### src/rtl/udp_port_dispatch.sv
// UDP receive dispatcher: parses the 8-byte UDP header, looks up the destination port in a
// writable table and steers payload bytes to the matching channel, trimming padding via the length field.
//
// state   | meaning
// --------+-----------------------------------------------------------
// IDLE    | between datagrams, waiting for byte 0
// HDR     | header bytes k=1..7, port lookup at k=3, length at k=5
// PAYLOAD | forwarding payload bytes until remaining reaches 0
// DISCARD | ignoring bytes (dropped, malformed or padding) until data_en=0
// WAIT    | after reset, ignoring any datagram already in progress
module udp_port_dispatch #(
    parameter int NCH   = 4,
    parameter int CNT_W = 16
) (
    input  logic                     clock,
    input  logic                     aclr,
    input  logic [7:0]               datain,
    input  logic                     data_en,
    input  logic                     cfg_we,
    input  logic [$clog2(NCH)-1:0]   cfg_addr,
    input  logic [15:0]              cfg_port,
    input  logic                     cfg_enable,
    output logic [7:0]               pl_data,
    output logic [NCH-1:0]           pl_en,
    output logic                     pl_sof,
    output logic                     pl_eof,
    output logic                     pl_abort,
    output logic                     busy,
    output logic [CNT_W-1:0]         drop_cnt,
    output logic [CNT_W-1:0]         err_cnt
);

    localparam int AW = $clog2(NCH);

    localparam logic [2:0] S_IDLE    = 3'd0;
    localparam logic [2:0] S_HDR     = 3'd1;
    localparam logic [2:0] S_PAYLOAD = 3'd2;
    localparam logic [2:0] S_DISCARD = 3'd3;
    localparam logic [2:0] S_WAIT    = 3'd4;

    logic [2:0]       state_q, state_d;
    logic [3:0]       k_q, k_d;
    logic [7:0]       dst_hi_q, dst_hi_d;
    logic [7:0]       len_hi_q, len_hi_d;
    logic [15:0]      rem_q, rem_d;
    logic [AW-1:0]    ch_q, ch_d;
    logic             first_q, first_d;

    logic [NCH-1:0]   tbl_en_q, tbl_en_d;
    logic [15:0]      tbl_port_q [NCH];
    logic [15:0]      tbl_port_d [NCH];

    logic [7:0]       pl_data_q, pl_data_d;
    logic [NCH-1:0]   pl_en_q, pl_en_d;
    logic             pl_sof_q, pl_sof_d;
    logic             pl_eof_q, pl_eof_d;
    logic             pl_abort_q, pl_abort_d;
    logic             busy_q, busy_d;
    logic [CNT_W-1:0] drop_q, drop_d;
    logic [CNT_W-1:0] err_q, err_d;

    logic             drop_inc, err_inc;
    logic             hit;
    logic [AW-1:0]    hit_idx;
    logic [15:0]      dst_full, len_full;

    assign dst_full = {dst_hi_q, datain};
    assign len_full = {len_hi_q, datain};

    always_comb begin
        tbl_en_d   = tbl_en_q;
        tbl_port_d = tbl_port_q;
        if (cfg_we && (int'(cfg_addr) < NCH)) begin
            tbl_en_d[cfg_addr]   = cfg_enable;
            tbl_port_d[cfg_addr] = cfg_port;
        end
    end

    // Lookup uses registered table contents, so a same-cycle write is not seen; lowest index wins.
    always_comb begin
        hit     = 1'b0;
        hit_idx = '0;
        for (int i = NCH - 1; i >= 0; i--) begin
            if (tbl_en_q[i] && (tbl_port_q[i] == dst_full)) begin
                hit     = 1'b1;
                hit_idx = AW'(i);
            end
        end
    end

    always_comb begin
        state_d    = state_q;
        k_d        = k_q;
        dst_hi_d   = dst_hi_q;
        len_hi_d   = len_hi_q;
        rem_d      = rem_q;
        ch_d       = ch_q;
        first_d    = first_q;
        busy_d     = busy_q;
        pl_data_d  = 8'h00;
        pl_en_d    = '0;
        pl_sof_d   = 1'b0;
        pl_eof_d   = 1'b0;
        pl_abort_d = 1'b0;
        drop_inc   = 1'b0;
        err_inc    = 1'b0;

        case (state_q)
            S_WAIT: begin
                busy_d = 1'b0;
                if (!data_en) begin
                    state_d = S_IDLE;
                end
            end

            S_IDLE: begin
                busy_d = 1'b0;
                if (data_en) begin
                    state_d = S_HDR;
                    k_d     = 4'd1;
                    busy_d  = 1'b1;
                end
            end

            S_HDR: begin
                if (!data_en) begin
                    err_inc = 1'b1;
                    state_d = S_IDLE;
                    busy_d  = 1'b0;
                end else begin
                    k_d = k_q + 4'd1;
                    case (k_q)
                        4'd2: dst_hi_d = datain;
                        4'd3: begin
                            if (hit) begin
                                ch_d = hit_idx;
                            end else begin
                                drop_inc = 1'b1;
                                state_d  = S_DISCARD;
                            end
                        end
                        4'd4: len_hi_d = datain;
                        4'd5: begin
                            if (len_full < 16'd8) begin
                                err_inc = 1'b1;
                                state_d = S_DISCARD;
                            end else if (len_full == 16'd8) begin
                                state_d = S_DISCARD;
                            end else begin
                                rem_d = len_full - 16'd8;
                            end
                        end
                        4'd7: begin
                            state_d = S_PAYLOAD;
                            first_d = 1'b1;
                        end
                        default: ;
                    endcase
                end
            end

            S_PAYLOAD: begin
                if (!data_en) begin
                    pl_abort_d = 1'b1;
                    err_inc    = 1'b1;
                    state_d    = S_IDLE;
                    busy_d     = 1'b0;
                end else begin
                    pl_en_d[ch_q] = 1'b1;
                    pl_data_d     = datain;
                    pl_sof_d      = first_q;
                    first_d       = 1'b0;
                    rem_d         = rem_q - 16'd1;
                    if (k_q != 4'd8) begin
                        k_d = k_q + 4'd1;
                    end
                    if (rem_q == 16'd1) begin
                        pl_eof_d = 1'b1;
                        state_d  = S_DISCARD;
                        busy_d   = 1'b0;
                    end
                end
            end

            // busy stays as entered: high for a dropped header, low after a completed payload
            S_DISCARD: begin
                if (!data_en) begin
                    state_d = S_IDLE;
                    busy_d  = 1'b0;
                end
            end

            default: begin
                state_d = S_WAIT;
                busy_d  = 1'b0;
            end
        endcase

        drop_d = (drop_inc && (drop_q != {CNT_W{1'b1}})) ? drop_q + CNT_W'(1) : drop_q;
        err_d  = (err_inc  && (err_q  != {CNT_W{1'b1}})) ? err_q  + CNT_W'(1) : err_q;
    end

    always_ff @(posedge clock or posedge aclr) begin
        if (aclr) begin
            state_q    <= S_WAIT;
            k_q        <= '0;
            dst_hi_q   <= '0;
            len_hi_q   <= '0;
            rem_q      <= '0;
            ch_q       <= '0;
            first_q    <= 1'b0;
            tbl_en_q   <= '0;
            for (int i = 0; i < NCH; i++) begin
                tbl_port_q[i] <= '0;
            end
            pl_data_q  <= '0;
            pl_en_q    <= '0;
            pl_sof_q   <= 1'b0;
            pl_eof_q   <= 1'b0;
            pl_abort_q <= 1'b0;
            busy_q     <= 1'b0;
            drop_q     <= '0;
            err_q      <= '0;
        end else begin
            state_q    <= state_d;
            k_q        <= k_d;
            dst_hi_q   <= dst_hi_d;
            len_hi_q   <= len_hi_d;
            rem_q      <= rem_d;
            ch_q       <= ch_d;
            first_q    <= first_d;
            tbl_en_q   <= tbl_en_d;
            tbl_port_q <= tbl_port_d;
            pl_data_q  <= pl_data_d;
            pl_en_q    <= pl_en_d;
            pl_sof_q   <= pl_sof_d;
            pl_eof_q   <= pl_eof_d;
            pl_abort_q <= pl_abort_d;
            busy_q     <= busy_d;
            drop_q     <= drop_d;
            err_q      <= err_d;
        end
    end

    assign pl_data  = pl_data_q;
    assign pl_en    = pl_en_q;
    assign pl_sof   = pl_sof_q;
    assign pl_eof   = pl_eof_q;
    assign pl_abort = pl_abort_q;
    assign busy     = busy_q;
    assign drop_cnt = drop_q;
    assign err_cnt  = err_q;

endmodule

### config.mk
export PLATFORM = sky130hd
export DESIGN_NAME = udp_port_dispatch
export DESIGN_NICKNAME = d
export VERILOG_FILES = /design/src/rtl/udp_port_dispatch.sv
export SDC_FILE = /design/constraint.sdc
export NUM_CORES = 1
export LEC_CHECK = 0
export BUFFER_PORTS_ARGS = -buffer_cell sky130_fd_sc_hd__buf_2
export CAP_MARGIN = 30
export CELL_PAD_IN_SITES_DETAIL_PLACEMENT = 0
export CELL_PAD_IN_SITES_GLOBAL_PLACEMENT = 1
export CORE_MARGIN = 2
export CORE_UTILIZATION = 49
export CTS_BUF_LIST = sky130_fd_sc_hd__clkbuf_8
export CTS_CLUSTER_DIAMETER = 150
export CTS_CLUSTER_SIZE = 10
export DETAILED_ROUTE_END_ITERATION = 10
export GPL_TIMING_DRIVEN = 0
export PLACE_DENSITY = 0.86
export SYNTH_ARGS = -nofsm -noshare
export SYNTH_HDL_FRONTEND = slang
export SYNTH_SLANG_ARGS = --single-unit
### constraint.sdc
create_clock -name clock -period 7.65 [get_ports clock]
set_input_delay 1.53 -clock clock [delete_from_list [all_inputs] [get_ports clock]]
set_output_delay 1.53 -clock clock [all_outputs]
set_load 0.03 [all_outputs]
; ---- Word-level counts from Yosys, hierarchy flattened
; Index checks and enable logic that the tools add are counted.
[totals]
register_bits = 158
input_bits = 31
out_inout_bits = 48
wordCells = 152
[op_classes]
n_addsub = 5
magnitude_cmp = 7
eq_ne = 32
muxes = 65
n_bitwise = 1
n_reduce_logical = 22
[op_table]
columns = cell, count
row1 = $mux W16, 6
row2 = $bwmux W64, 1
row3 = $eq A16 B16 Y1, 4
row4 = $add A16 B1 Y16 const B, 2
row5 = $demux W16 S2, 1
row6 = $ne A16 B16 Y1 const B, 2
row7 = $pmux W16 S2, 1
row8 = $mux W1, 27
row9 = $mux W3, 8
row10 = $mux W4, 6
row11 = $ne A2 B2 Y1 const B, 9
row12 = $eq A16 B1 Y1 const B, 1
row13 = $eq A16 B4 Y1 const B, 1
row14 = $lt A16 B4 Y1 const B, 1
row15 = $mux W8, 2
row16 = $sub A16 B1 Y16 const B, 1
row17 = $sub A16 B4 Y16 const B, 1
row18 = $eq A4 B3 Y1 const B, 3
row19 = $pmux W3 S4, 1
row20 = $pmux W4 S3, 1
row21 = $reduce_and A6 Y1, 2
row22 = $logic_and A1 B1 Y1, 9
row23 = $pmux W3 S3, 1
row24 = $eq A4 B2 Y1 const B, 2
row25 = other kinds (27), 39

; ---- Longest topological paths before layout
; Gate-level depths: netlist of run 1.
[depth]
ltp_word = 11
mapped_depth = 9
ltp_nobuf = 9

; ---- Worst setup path after synthesis of run 1
; No wires, ideal clock.
[synth_timing]
path_type = input to register
from = in datain[5]
to = reg err_q[8], in the netlist err_cnt[8]
setup_ns = 0.134
arrival_ns = 3.372
required_time_ns = 7.516
slack_ns = 4.143
path_stages = 8
path_buffers = 1
cell_sequence = clkbuf_1 nor3_1 nand3_1 o41ai_4 nand3_2 nor2_1 nand3_1 xnor2_1
[synth_between]
elab_chain_len = 6
[synth_rtl]
columns = element, line
row1 = "start, declared", 17  ; input logic [7:0] datain,
row2 = $lt A16 B4 Y1, 144  ; if (len_full < 16'd8) begin
row3 = $mux W1, 144
row4 = $mux W1, 132  ; case (k_q)
row5 = $mux W1, 126  ; if (!data_en) begin
row6 = $pmux W1 S2, 108  ; case (state_q)
row7 = $logic_and A1 B1 Y1, 200  ; err_d = (err_inc && (err_q != {CNT_W{1'b1}})) ? err_q + CNT_W'(1) : err_q;
row8 = "end signal, assigned", 241  ; err_q <= err_d;
row9 = "end, declared", 60  ; logic [CNT_W-1:0] err_q, err_d;
; No other way between the ends.
; A chain may end at the register's enable or synchronous reset.

; ---- Worst setup path in the final report of run 1
[layout_timing]
from = in datain[5]
to = reg err_q[6], in the netlist err_cnt[6]
; The elaborated chain is that of the path after synthesis.

==> results, run 1 <==
- In this run the tool buffered the top-level ports with 71 buffer cells.
- The post-synthesis async set-or-reset flop share is 100.0%.
- The longest clock path from root to sink contains 2 buffers.
- In the final layout, the share of cells above drive strength 1 is 26.05%.
- For this run, the post-layout net count is 833.
- The residual DRC count is 0.
- The number of register bits inferred by synthesis is 158.
- The analysis attributes to net switching a power of 1.027 mW.
- The width of the chip is 130.0 um.
- Each instance of the synthesized netlist takes up on average 11.11 um^2.
- The run finished with clean final reports.
- The die span in y is 130.0 um.
- Compared with the post-synthesis result, the final layout area differs by 13.30%.
- The worst setup path is of the input pin to flop kind.
- Cell internal power was estimated by the tool at 1.626 mW.
- IR analysis of the VDD net gives a maximum drop of 0.1764 mV.
- The share of power burned in registers is 45.2%.
- The unique cell type count in the Yosys netlist is 51.
- The initial antenna violation count is 0.
- Global routing finished with a remaining overflow of 0.
- The commonest non-fill, non-tap cell in the layout is dfrtp_1.
- For the pin with the worst max-slew slack, the measured transition is 0.9149 ns.
- The routed layout has 5683 vias.
- The end-of-flow core utilization is 56.09%.
- The number of flops mapped to enable cells by yosys is 0.
- Dividing the detail-routed wire length by the instance count gives 17.72 um.
- In this run the remaining antenna-violating nets after routing total 0.
- The fraction of power spent switching nets is 38.71%.
- The area share of the largest cell type after synthesis is 50.51%.
- The number of core rows is 46.
- Synthesis handed over a netlist of 700 instances.
- The first global-routing pass estimated 28.61 mm of wire.
- The max-cap check violation count is 0.
- The total length of routed wires is 18.11 mm.
- The insertion delay of the later-clocked pin in the worst-skew pair is 0.46 ns.
- The time the worst path needs with I/O delays and setup is 3.891 ns.
- The proportion of synthesized chip area in sequential cells is 50.84%.
- The required time reported for the critical path endpoint is 8.00 ns.
- The maximum clock frequency is 257.0 MHz.
- Clock tree synthesis selected as its root buffer the cell clkbuf_8.
- Entering global routing, the biggest net connects 109 pins.
- The detailed placer's ending HPWL is 12.96 mm.
- Once the clock tree was built, the resizer swapped 0 gates to a different size.
- Clock skew on the completed layout was measured at 0.01058 ns.
- The effective utilization at floorplan is 49.51%.
- The number of sinks driven by the clock tree is 158.
- The most area-hungry cell type in the Yosys netlist is dfrtp_1.
- The final hold violation count was 0.
- The via density per instance is 5.561.
- Across every metal layer, demand over resource in global routing totals 22.11%.
- In the synthesized netlist the dominant register cell turns out to be dfrtp_1.
- Yosys printed 0 warnings.
- The endpoint arrival time on the critical path is 4.24 ns.
- The clock transition at the registers of the reported paths is 0.09 ns.
- The number of max-slew violations in the final report is 0.
- The detailed-routing iteration count for the pre-antenna-repair pass is 5.
- The cell area that synthesis handed to floorplanning was 7779 um^2.
- The floorplan step defined a core boundary enclosing 15710 um^2.
- The net count of the mapped netlist is 740.
- The floorplan step defined a die boundary enclosing 16900 um^2.
- The leakage power is 4.023 nW.
- Along the worst path, the maximum fanout reaches 10.
- The number of buffers inserted by hold repair at cts is 0.
- The detailed router finished its first iteration with 476 violations.
- STA classifies the critical path endpoint as a flop.
- In this run the worst hold path is classified as flop to flop.
- In this run the number of H-tree levels came out at 4.
- The number of setup buffers added after CTS is 0.
- In the post-synthesis netlist, the biggest area contributors are dfrtp_1 51%, mux2_2 13%, xor2_1 8.4%.
- For this design the top-level I/O count stands at 79.
- The number of global-route vias before repair is 5634.
- The worst pin sits at a relative slew slack of 38.88%.
- After layout, the worst path uses 50.86% of the clock period.
- The power per cell area is 301.1 nW/um^2.
- The weighted congestion reported at the end of routability-driven placement is 0.8724.
- The kind of start point of the critical path is an input pin.
- The total CTS buffers is 17.
- TritonCTS built the clock tree.
- The setup total negative slack is 0 ns.
- The final setup violation count is 0.
- The clock network is responsible for 21.8% of the overall power.
- 0 antenna diodes ended up in the layout.
- Setup repair after global routing left no endpoint under its margin.
- In the layout the commonest cells are 157 x dfrtp_1, 87 x mux2_2, 75 x xor2_1.
- Of the total power, combinational logic draws 33.0%.
## kinds of logic (layout without fill, tap and decap cells)
| logic type | count (synthesis) | after routing | synth area share, % |
|---|---|---|---|
| buffers and inverters | 49 | 155 | 2.638 |
| AND/OR/NAND/NOR | 213 | 213 | 14.61 |
| flip-flops | 158 | 158 | 50.84 |
| XOR/XNOR | 104 | 104 | 11.71 |
| multiplexers | 88 | 88 | 12.72 |
| adder cells (fa/ha/maj) | 9 | 9 | 1.448 |
| AO/OA/AOI/OAI | 79 | 79 | 6.032 |
## layer usage
metal  share of wire, %  vias to the layer above  global-route usage (%)
met5                  0                        -                       0
met2                 50                      147                   36.86
met4                3.1                        0                   9.488
met1                 43                     2862                   28.16
met3                3.8                       40                   4.551
li1                   -                     2634                       -
## cell usage after synthesis (3+ instances only)
master / count
o22ai_1: 5
or4_1: 4
and4_1: 3
nand2b_1: 4
nor4_1: 20
nor3b_1: 3
nor2_1: 43
mux2_2: 87
o21ai_0: 29
xnor2_1: 29
clkbuf_1: 32
a21oi_1: 29
nand4_1: 16
inv_1: 14
nor3_1: 16
xor2_1: 75
and2_1: 3
nand3_1: 33
o21a_1: 3
dfrtp_1: 157
and3_1: 13
ha_1: 9
nand2_1: 38
## through the flow
stage / std cells / worst slack, ns / cell area, um^2 / hold slack, ns / power (mW)
final: 1022 / 3.759 / 8813 / 0.4998 / 2.654
after global routing: 1022 / 3.569 / 8813 / 0.5173 / 2.815
after CTS: 1022 / 3.799 / 8813 / 0.5009 / 2.665
after detailed placement: 990 / 3.321 / 8452 / 0.4870 / 2.083
after global placement: 987 / 0.3315 / 8404 / 0.4673 / 2.037
after floorplan: 700 / 1.858 / 7779 / 0.4586 / 1.831
## registers in the layout (all words and copies together) (netlist names), 2 cells and up
signal	cells
tbl_port_q	64
drop_cnt	16
err_cnt	16
rem_q	16
dst_hi_q	8
len_hi_q	8
pl_data	8
k_q	4
pl_en	4
tbl_en_q	4
state_q	3
ch_q	2
## worst max-delay path, cell delays in order
cell      delay [ns]
buf_2           0.11
clkbuf_1        0.31
nor3_1          0.50
nand3_1         0.35
o41ai_4         0.49
nand3_2         0.20
nor2_1          0.42
nand3_1         0.16
xnor2_1         0.15
## power groups by stage
stage                     combinational, mW  clock, mW  sequential, mW
after global routing                  0.962      0.627            1.23
after floorplan                       0.600          0            1.23
after global placement                0.836          0            1.20
final                                 0.876      0.579            1.20
after CTS                             0.874      0.594            1.20
after detailed placement              0.871          0            1.21
## final timing paths
check,slack (ns),end,cells past startpoint,from
max in group asynchronous,5.68,drop_cnt[4]$_DFFE_PP0P_,3,aclr
max,3.76,err_cnt[6]$_DFFE_PP0P_,9,datain[5]
max reg2reg,4.72,drop_cnt[12]$_DFFE_PP0P_,8,state_q[2]$_DFFE_PP1P_
min reg2reg,0.50,drop_cnt[7]$_DFFE_PP0P_,1,drop_cnt[7]$_DFFE_PP0P_
min,0.50,drop_cnt[7]$_DFFE_PP0P_,1,drop_cnt[7]$_DFFE_PP0P_
min in group asynchronous,1.08,rem_q[8]$_DFFE_PP0P_,2,aclr
## final cells by class
cell class              instances  area, um^2
inverters                      14       57.56
repair buffers                 74       397.9
flip-flops and latches        158        3955
clock inverters                15       127.6
fillers                      1357        6899
clock buffers                  17       234.0
plain buffers                  35       152.6
well taps                     216       270.3
multi-input cells             493        3618
No activity file was read; power rests on OpenSTA's default activity.
==> inputs of run 2 (changes only) <==
- CORE_UTILIZATION: 49 -> 44
- PLACE_DENSITY: 0.86 -> 0.82
- clock period: 7.65 -> 3.4 ns (I/O delays scaled with it)
==> run 2 against run 1 <==
  * Total power rose by 130%
  * Sequential share of layout area fell by 0.52 points
  * Die area rose by 11%
  * Clock skew rose by 0.0092 ns
  * Worst setup slack got worse by 3.3 ns
  * Largest power group unchanged
==> results, run 2 (same netlist as run 1, synthesis figures left out) <==
- The number of buffers inserted by hold repair at cts is 0.
- The area growth from synthesis to final layout is 14.62%.
- The leakage power is 4.068 nW.
- The commonest non-fill, non-tap cell in the layout is dfrtp_1.
- The die area is 18760 um^2.
- The largest net degree at the start of global routing is 43.
- The classification of the worst-slack hold path is input pin to async pin.
- The pre-CTS setup slack is 0.001108 ns.
- The weighted congestion reported at the end of routability-driven placement is 0.8486.
- The maximum ir drop on the vdd rail is 0.3300 mV.
- The clock passes through at most 2 buffers.
- The post-route worst hold slack is 0.1240 ns.
- For this configuration, the core starts out at a cell density of 44.97%.
- Data arrives at the worst endpoint at 3.28 ns.
- The clock period could shrink to 2.941 ns.
- The worst setup margin is 0.4589 ns.
- The end-of-flow core utilization is 51.55%.
- For the worst-skew pair, the clock arrives at the later sink with an insertion delay of 0.46 ns.
- Static timing analysis puts the maximum clock frequency at 340.0 MHz.
- In this run the number of H-tree levels came out at 4.
- The total CTS buffers is 17.
- The number of setup buffers added after CTS is 0.
- The number of core rows is 48.
- The cell at the slowest stage of the critical path is o41ai_4.
- The worst path uses 86.50% of the clock period.
- The residual DRC count is 0.
- The required time reported for the critical path endpoint is 3.74 ns.
- The max-cap check violation count is 0.
- The final hold violation count is 0.
- Headroom to the max-slew limit came out at 45.98%.
- The number of max-slew violations in the final report was 0.
- The global routing met2 resource utilization is 30.49%.
- Detailed routing inserted a total of 5497 vias.
- After floorplanning, the core was sized to cover 17300 um^2.
- The overall fraction of global-route tracks in use is 19.57%.
- The final setup violation count is 0.
- 79 I/O pins were placed.
- Traced cell by cell, the critical path runs through buf_2, clkbuf_1, nor3_1, nand3_1, o41ai_4, nand3_2, nor2_1, nand3_1, xnor2_1.
- Global routing finished with a remaining overflow of 0.
- TritonCTS built the clock tree.
- The classification of the worst setup path is input pin to flop.
- The transition time of the tightest slew-check pin is 0.8103 ns.
- The initial antenna violation count is 0.
- Setup repair after global routing left no endpoint under its margin.
- The detailed router finished its first iteration with 340 violations.
- During placement, the flow inserted port buffers numbering 71.
- CTS saw 158 sinks.
- The met3 capacity usage during global routing is 3.963%.
- For this run, the post-layout net count is 836.
- The die span in y is 137.0 um.
- The register with the most flip-flops in the final layout is tbl_port_q.
- The layer flagged by global routing as most heavily used is met2.
- The kind of start point of the critical path is an input pin.
- The flow ran to the end, and the final reports show no timing, DRC or antenna violations.
- Dividing the detail-routed via count by the number of cells gives 5.316.
- Clock-pin slew was measured on the worst setup and hold paths at 0.09 ns.
- The number of diodes is 0.
- Power comes to 6.063 mW.
- In this run the power density over the cells is 680.0 nW/um^2.
- The final routed wire length divided by cell count is 16.95 um.
- The cell sitting at the root of the clock tree is a clkbuf_8.
- The met1 track utilization from global routing is 27.29%.
- For this block, the routed nets add up to 17.53 mm of wire.
- The detailed placer's ending HPWL is 12.65 mm.
- The number of global-route vias before repair is 5174.
- The largest single stage delay on the critical path is 0.49 ns.
- The width of the chip is 137.0 um.
- In this run, post-CTS repair resized a total of 0 instances.
- The clock arrives with 0.01977 ns of skew.
- The top fanout value on the critical path is 10.
- The first detailed-routing pass ran for 4 iterations.
- The register with the most flip-flops in the layout has 64 of them.
- Leaving out fill and tap cells, the most frequent cells in the layout are 157 x dfrtp_1, 87 x mux2_2, 75 x xor2_1.
- After routing, the total negative slack on setup checks comes to 0 ns.
- The global-route wire length before repair is 27.87 mm.
- The post-route netlist has 26.33% of its cells at a drive strength greater than 1.
- The number of nets still failing antenna checks after routing is 0.
- The worst setup path is captured at a flop.
- The most numerous cell type found on the critical path is nand3_1.
[run 2: cell count changes in the layout (fill, tap and decap cells not counted)]
cell	before	now
buf_12	0	4
bufinv_16	0	2
inv_6	8	6
buf_16	1	0
buf_2	71	72
buf_4	3	2
clkbuf_8	18	19
clkinv_2	0	1
clkinv_4	2	1
inv_8	2	1
[run 2: layer usage]
metal | up-vias | share of wire, %
met5 | - | 0
met4 | 0 | 1.6
met2 | 84 | 49
li1 | 2665 | -
met1 | 2730 | 47
met3 | 18 | 2.8
[run 2: path summary, 6_finish.rpt]
path	cells past startpoint	endpoint	from	slack, ns
hold reg to reg	1	err_cnt[13]$_DFFE_PP0P_	err_cnt[13]$_DFFE_PP0P_	0.49
min in group clock	2	tbl_port_q[28]$_DFFE_PP0P_	cfg_port[12]	0.49
hold / removal	2	rem_q[5]$_DFFE_PP0P_	aclr	0.12
setup reg to reg	8	drop_cnt[14]$_DFFE_PP0P_	state_q[2]$_DFFE_PP1P_	0.55
max in group asynchronous	5	drop_cnt[0]$_DFFE_PP0P_	aclr	2.29
setup / recovery	9	err_cnt[6]$_DFFE_PP0P_	datain[5]	0.46
[run 2: critical path: cells and delay by family]
family          cells  cell delay, ns
xor+xnor            1            0.15
compound gates      1            0.49
simple gates        5            1.53
buf+inv             2            0.42
[run 2: area by class of cell]
class	instances	area, um^2
Fill cell	1573	8381
Sequential cell	158	3955
Multi-Input combinational cell	493	3618
Timing Repair Buffer	77	447.9
Tap cell	225	281.5
Clock buffer	18	247.7
Clock inverter	14	156.4
Buffer	35	152.6
Inverter	14	56.30
[run 2: report_power, final]
part	internal, mW	switching [mW]	total, mW
clock network	0.688	0.747	1.43
registers	2.32	0.377	2.70
logic	0.818	1.12	1.93
[run 2: through the flow]
| stage | instance area (um^2) | cells |
|---|---|---|
| after detailed placement | 8512 | 1002 |
| after floorplan | 7782 | 700 |
| after global placement | 8419 | 996 |
| final | 8916 | 1034 |
| after CTS | 8916 | 1034 |
| after global routing | 8916 | 1034 |
